<file path="src/rtl/axis_pkt_packer.sv">
// -----------------------------------------------------------------------------
// axis_pkt_packer
// Packs a 32-bit AXI-Stream, framed into bursts of BURST_BEATS beats with
// tlast on the final beat, into 128-bit words for the packet TX FIFO. Four
// consecutive accepted beats form one word, first beat in bits [31:0].
// Framing violations (early or missing tlast) flush the partial word with
// unfilled lanes zeroed and pulse frame_err. After a missing tlast the packer
// discards beats until the next tlast.
//
// Ports
//   PL_CLK, RESET            clock, synchronous active-high reset
//   S_AXIS_t*                32-bit input stream (tdata/tkeep/tlast/tvalid/tready)
//   fifo_wrreq_pkt_tx        registered write strobe to the packet FIFO
//   fifo_data_pkt_tx         registered 128-bit write data
//   fifo_prog_full_pkt_tx    FIFO programmable full, throttles tready
//   frame_err                one-cycle pulse per framing violation
//   frame_cnt                count of correctly framed frames (wraps)
//
// Build option
//   AXIS_PKT_PACKER_STAT_EN  adds keep_err_cnt (beats with tkeep != 4'hF) and
//                            drop_cnt (beats discarded while resyncing), both
//                            16-bit saturating. Without it tkeep is ignored.
// -----------------------------------------------------------------------------
module axis_pkt_packer #(
  parameter int BURST_BEATS = 16
) (
  input  logic         PL_CLK,
  input  logic         RESET,
  input  logic [31:0]  S_AXIS_tdata,
  input  logic [3:0]   S_AXIS_tkeep,
  input  logic         S_AXIS_tlast,
  input  logic         S_AXIS_tvalid,
  output logic         S_AXIS_tready,
  output logic         fifo_wrreq_pkt_tx,
  output logic [127:0] fifo_data_pkt_tx,
  input  logic         fifo_prog_full_pkt_tx,
  output logic         frame_err,
  output logic [15:0]  frame_cnt
`ifdef AXIS_PKT_PACKER_STAT_EN
  ,
  output logic [15:0]  keep_err_cnt,
  output logic [15:0]  drop_cnt
`endif
);

  localparam int BW = $clog2(BURST_BEATS);
  localparam logic [BW-1:0] LAST_BEAT = BW'(BURST_BEATS - 1);

  localparam logic S_FILL   = 1'b0;
  localparam logic S_RESYNC = 1'b1;

  logic           state_q, state_d;
  logic [1:0]     lane_q, lane_d;
  logic [BW-1:0]  beat_q, beat_d;
  logic [127:0]   pack_q, pack_d;
  logic           wr_q, wr_d;
  logic [127:0]   data_q, data_d;
  logic           err_q, err_d;
  logic [15:0]    cnt_q, cnt_d;

  logic           acc;
  logic           last_beat;
  logic           emit;
  logic [127:0]   merged;

  // prog_full leaves at least two entries of margin, so the write launched
  // from the previous cycle's beat always fits.
  assign S_AXIS_tready = !fifo_prog_full_pkt_tx && !RESET;
  assign acc           = S_AXIS_tvalid && S_AXIS_tready;
  assign last_beat     = (beat_q == LAST_BEAT);
  // Current beat merged into its lane; lanes above it are still zero because
  // pack_q is cleared after every emit.
  assign merged        = pack_q | ({96'b0, S_AXIS_tdata} << {lane_q, 5'b0});
  assign emit          = S_AXIS_tlast || last_beat || (lane_q == 2'd3);

  always_comb begin
    state_d = state_q;
    lane_d  = lane_q;
    beat_d  = beat_q;
    pack_d  = pack_q;
    wr_d    = 1'b0;
    data_d  = data_q;
    err_d   = 1'b0;
    cnt_d   = cnt_q;
    if (acc) begin
      if (state_q == S_FILL) begin
        if (emit) begin
          wr_d   = 1'b1;
          data_d = merged;
          pack_d = '0;
          lane_d = 2'd0;
          if (S_AXIS_tlast || last_beat) begin
            beat_d = '0;
            if (S_AXIS_tlast && last_beat) cnt_d = cnt_q + 16'd1;
            else                           err_d = 1'b1;
            // Missing tlast: the rest of this frame is discarded.
            if (!S_AXIS_tlast) state_d = S_RESYNC;
          end else begin
            beat_d = beat_q + 1'b1;
          end
        end else begin
          pack_d = merged;
          lane_d = lane_q + 2'd1;
          beat_d = beat_q + 1'b1;
        end
      end else if (S_AXIS_tlast) begin
        state_d = S_FILL;
        lane_d  = 2'd0;
        beat_d  = '0;
      end
    end
  end

  always_ff @(posedge PL_CLK) begin
    if (RESET) begin
      state_q <= S_FILL;
      lane_q  <= 2'd0;
      beat_q  <= '0;
      pack_q  <= '0;
      wr_q    <= 1'b0;
      data_q  <= '0;
      err_q   <= 1'b0;
      cnt_q   <= '0;
    end else begin
      state_q <= state_d;
      lane_q  <= lane_d;
      beat_q  <= beat_d;
      pack_q  <= pack_d;
      wr_q    <= wr_d;
      data_q  <= data_d;
      err_q   <= err_d;
      cnt_q   <= cnt_d;
    end
  end

  assign fifo_wrreq_pkt_tx = wr_q;
  assign fifo_data_pkt_tx  = data_q;
  assign frame_err         = err_q;
  assign frame_cnt         = cnt_q;

`ifdef AXIS_PKT_PACKER_STAT_EN
  logic [15:0] keep_q, drop_q;

  always_ff @(posedge PL_CLK) begin
    if (RESET) begin
      keep_q <= '0;
      drop_q <= '0;
    end else begin
      if (acc && (S_AXIS_tkeep != 4'hF) && (keep_q != 16'hFFFF))
        keep_q <= keep_q + 16'd1;
      if (acc && (state_q == S_RESYNC) && (drop_q != 16'hFFFF))
        drop_q <= drop_q + 16'd1;
    end
  end

  assign keep_err_cnt = keep_q;
  assign drop_cnt     = drop_q;
`else
  logic unused_keep;
  assign unused_keep = ^S_AXIS_tkeep;
`endif

endmodule

</file>
<file path="config.mk">
export PLATFORM = sky130hd
export DESIGN_NAME = axis_pkt_packer
export DESIGN_NICKNAME = d
export VERILOG_FILES = /design/src/rtl/axis_pkt_packer.sv
export SDC_FILE = /design/constraint.sdc
export NUM_CORES = 1
export LEC_CHECK = 0
export CAP_MARGIN = 30
export CORE_MARGIN = 5
export CORE_UTILIZATION = 52
export CTS_CLUSTER_SIZE = 10
export DETAILED_ROUTE_END_ITERATION = 7
export HOLD_SLACK_MARGIN = 0.1
export PLACE_DENSITY_LB_ADDON = 0.2
export SYNTH_ARGS = -nofsm -noshare
export SYNTH_HDL_FRONTEND = slang
export SYNTH_SLANG_ARGS = --single-unit
</file>
<file path="constraint.sdc">
create_clock -name PL_CLK -period 3.25 [get_ports PL_CLK]
set_clock_uncertainty 0.15 [all_clocks]
set_input_delay 0.65 -clock PL_CLK [delete_from_list [all_inputs] [get_ports PL_CLK]]
set_output_delay 0.65 -clock PL_CLK [all_outputs]
set_load 0.01 [all_outputs]
</file>
### Word level (Yosys, flattened, before mapping)

Cells that the tools add are included.

* reductions and logical operators: 13
* add/sub/neg operators: 3
* bitwise logic cells: 5
* shift operators: 1
* equal/unequal tests: 3
* muxes and demuxes: 14

Operator list (count)
* 2-to-1 mux 128 bit: 1
* bitwise OR 128 bit: 1
* << shifter 32 x 7 -> 128 bit: 1
* adder 16 x 1 -> 16 bit, second input constant: 1
* 2-to-1 mux 4 bit: 4
* 2-to-1 mux 1 bit: 6
* 2-to-1 mux 2 bit: 3
* AND reduction 5 bit: 1
* OR reduction 5 bit: 1
* adder 4 x 1 -> 4 bit, second input constant: 1
* == test 4 bit, second input constant: 1
* NOT 1 bit: 4
* AND reduction 2 bit: 2
* logical AND 1 bit: 3
* AND reduction 3 bit: 1
* OR reduction 3 bit: 1
* adder 2 x 1 -> 2 bit, second input constant: 1
* == test 2 bit, second input constant: 1
* zero test 1 bit: 2
* logical OR 1 bit: 2
* != test 2 bit, second input constant: 1

* logic and storage cells: 47
* input port bits: 41
* register bits: 281
* output and inout bits: 147

### Longest topological paths before layout

* depth in word-level cells: 5
* gate-level depth with buffers: 9
* mapped depth without buffers: 5

### Least setup slack after synthesis

Ideal clock, no wire load.

* kind: input port to flip-flop
* start point: input port RESET
* end point: register cnt_q[12] (netlist: frame_cnt[12])
* arrival: 2.276 ns
* stages: 5
* data required time: 3.029 ns
* slack: 0.753 ns
* library setup time: 0.071 ns
* buffers on the path: 1
* path through: buf_6 > or4b_4 > or4_4 > or3_1 > a21oi_1

* longest elaborated chain between the ends: 4

RTL lines
* start, declared: line 28 `input logic RESET,`
* zero test 1 bit: line 68 `assign S_AXIS_tready = !fifo_prog_full_pkt_tx && !RESET;`
* logical AND 1 bit: line 68
* logical AND 1 bit: line 69 `assign acc = S_AXIS_tvalid && S_AXIS_tready;`
* AND reduction 5 bit (no source line)
* end signal, assigned: line 132 `cnt_q <= cnt_d;`
* end, declared: line 59 `logic [15:0] cnt_q, cnt_d;`

Several ways; a longest one is shown, not always the timed one.
A chain may end at the register's enable or synchronous reset.

### Worst setup path after layout

* start point: input port fifo_prog_full_pkt_tx
* end point: output port S_AXIS_tready

* longest elaborated chain between the ends: 2

RTL lines
* start, declared: line 36 `input logic fifo_prog_full_pkt_tx,`
* zero test 1 bit: line 68
* logical AND 1 bit: line 68
* end, declared: line 33 `output logic S_AXIS_tready,`

Every way passes these cells.

==> results.txt <==
- Status: finished, final reports clean
- Maximum Capacitance Violations: 0
- CP startpoint: fifo_prog_full_pkt_tx
* Min-delay worst type: flop to flop
- Yosys synthesis warning count: 0
* DR DRC count: 0
- Total non-filler cell area in the finished layout: 0.0130 mm2
- The global routing stage identified its most utilized layer as met2.
- DR vias: 8546
- Number of nets at the end of the flow: 1317
- The library cell used most frequently in the layout, excluding fill and tap cells, is sky130_fd_sc_hd__dfxtp_1.
- For the worst setup path, the data arrival time is 1.86 ns.
- For met3 alone, demand over resource in global routing was 4.25%.
- Detail-routed via count per cell: 5.55
- The H-tree was split into 2 levels.
- 0 antenna diodes ended up in the layout.
* Layout cells sized above 1: 5.94%
- Setup slack on the critical path of the routed design comes to 0.595 ns.
- Horizontal extent of the die: 149 um
* Clock sinks: 281
* Insertion delay to the later sink of the worst-skew pair: 0.49 ns
* Synth async-reset ratio: 0%
- Area of the core: 0.0188 mm2
- The worst setup path is of the input pin to output pin kind.
* Detailed-placement wirelength estimate: 15700 um
- At the pin with the least slew margin, the transition time is 0.991 ns.
- After clock tree synthesis, the setup repair step added 0 buffers.
* Post-cts hold buffer count: 0
* Minimum period implied by the final worst setup slack: 2.66 ns
- Yosys mapped a number of flops with a built-in enable equal to 0.
- The die is 149 um tall.
- For this design the ratio of total power to cell area is 569 mW/mm2.
- STA classifies the critical path endpoint as an output pin.
* First-pass GRT wire length: 41700 um
- Row Count: 50
- Area of the die: 0.0222 mm2
- 188 I/O pins were placed.
* Peak clock frequency supported by timing: 0.377 GHz
- The final layout contains routed wiring with a total length of 25800 um.
* Initial Utilization: 53.2%
* Place WS: 0.264 ns
* Maximum number of pins on one net before global-route repair: 122
- Input/output buffers: 183
* Req. time, crit path: 2.45 ns
- The max-slew violation total from the final report was 0.
- Final-layout setup total negative slack: 0 ns
- After layout, the design draws a total of 7.38 mW.
* Clock-pin slew on the worst setup and hold paths: 0.05 ns
- For met1 alone, demand over resource in global routing was 30.9%.
* Commonest cells after routing, fill and taps aside: sky130_fd_sc_hd__dfxtp_1, sky130_fd_sc_hd__nor2_1, sky130_fd_sc_hd__a21oi_1, sky130_fd_sc_hd__clkdlybuf4s50_1, sky130_fd_sc_hd__a211oi_1
- For this block, the initial DRC count from the detailed router was 540.
- Routability congestion estimate: 0.763
- Overall overflow remaining after global route: 0
- Mapped Nets: 1201
- Dividing the detail-routed wire length by the instance count gives 16.8 um.
- Synthesis handed over a netlist of 1157 instances.
- P&R area growth vs syn: 29.3%
- Grt met2 use: 36.9%
- Worst slew margin relative to its limit: 33.9%
* Antenna violations before repair: 0
* Hold violation total from the final report: 0
- Number of setup violations in the final report: 0
- TritonCTS built the clock tree.
- Post-detailed-route count of antenna-violating nets: 0
* Average footprint of a synthesized cell: 8.67 um2
- In the finished design, the share of the clock period the worst path needs comes to 81.7%.
- Quantity of gates resized following cts: 0
* TritonCTS buffer count: 34
- For this run, the leading register cell type out of synthesis is sky130_fd_sc_hd__dfxtp_1.
* Startpoint Class: input pin
- Along the worst path, the maximum fanout reaches 4.
- Root buf cell: sky130_fd_sc_hd__clkbuf_16
* Lkg Pwr: 4.37 nW
- Beginning of the worst register-to-register path: beat_q[0]
- Sequential area share after synthesis: 56.1%
- In this run the most critical hold path is launched from pack_q[56].
- First drt pass iteration count: 5
- In this run the cell area of the synthesized design comes to 0.0100 mm2.
- Global routing used 22.8% of the available tracks across all layers.
- The number of global-route vias before repair was 8160.
* Synth Register Bits: 281
- VDD sags by at most 375 uV.
- Count of unique library cells instantiated by Yosys: 39
- Maximum clock path buffer count: 3
* Setup repair after global routing missed its margin: no
- Once placement finished, the instance area stood at 0.0120 mm2.
## area by class of cell
class                   instances  area, um2
fillers                      1511       5860
flip-flops and latches        281       5630
multi-input cells             744       3910
repair buffers                206       2130
clock buffers                  42        955
well taps                     260        325
inverters                       6       22.5
clock inverters                 1       5.00
## cell families (layout without fill, tap and decap cells)
| family | Yosys count | in the layout | synth area share [%] |
|---|---|---|---|
| AOI/OAI and AO/OA | 407 | 407 | 23.9 |
| DFF | 281 | 281 | 56.1 |
| and+or+nand+nor | 322 | 322 | 13.3 |
| muxes | 3 | 3 | 0.300 |
| xor gates and xnor gates | 9 | 9 | 0.786 |
| adders and majority gates | 3 | 3 | 0.374 |
| buffers and inverters | 132 | 255 | 5.28 |
## through the flow
step	hold slack, ns	util (%)	instances
floorplan	0.288	-	1157
global placement	0.297	63.8	1497
detailed placement	0.304	63.8	1497
CTS	0.318	68.9	1540
global route	0.337	68.9	1540
finish	0.313	68.9	1540
## worst max-delay path, stage by stage
cell                              delay, ns
sky130_fd_sc_hd__clkdlybuf4s50_1       0.42
sky130_fd_sc_hd__buf_4                 0.16
sky130_fd_sc_hd__nor2_1                0.09
sky130_fd_sc_hd__clkdlybuf4s50_1       0.54
## synth_stat cells, drive strengths merged, types with 2 or more instances
cell type  instances  share of area, %
a211oi           128               9.6
a21oi            263                13
a22oi              2              0.15
and2               4              0.25
and4               2              0.17
buf               28               1.3
clkbuf            98               3.7
dfxtp            281                56
ha                 3              0.37
inv                6              0.22
mux2i              3              0.30
nand2              4              0.15
nand3             10              0.50
nand4              5              0.31
nor2             273                10
nor2b              3              0.19
nor3               3              0.15
nor4               6              0.37
o21ai              5              0.25
o311ai             2              0.17
o41ai              2              0.17
or3                6              0.37
xnor2              7              0.61
xor2               2              0.17
## sequential cells by signal, summed over array words and instances, names as in the netlist
| register | cells |
|---|---|
| fifo_data_pkt_tx | 128 |
| pack_q | 128 |
| frame_cnt | 16 |
| beat_q | 4 |
| lane_q | 2 |
| fifo_wrreq_pkt_tx | 1 |
| frame_err | 1 |
| state_q | 1 |
## where the power goes
group / total (mW) / switching (mW) / internal [mW]
combinational: 0.490 / 0.270 / 0.220
clock: 3.33 / 1.30 / 2.03
sequential: 3.56 / 0.0420 / 3.52
total: 7.38 / 1.61 / 5.77
## layer usage
layer / vias to the layer above / part of all wire [%]
li1: 4254 / -
met2: 247 / 46
met4: 0 / 2.1
met3: 45 / 6.0
met1: 4000 / 46
met5: - / 0
## final timing paths
path                           to  slack [ns]  cells past startpoint
min reg2reg            pack_q[56]        0.31                      2
max                 S_AXIS_tready        0.59                      4
max reg2reg  fifo_data_pkt_tx[81]        0.97                      6
min                    pack_q[56]        0.31                      2
Power figures use the tool's default switching activity.
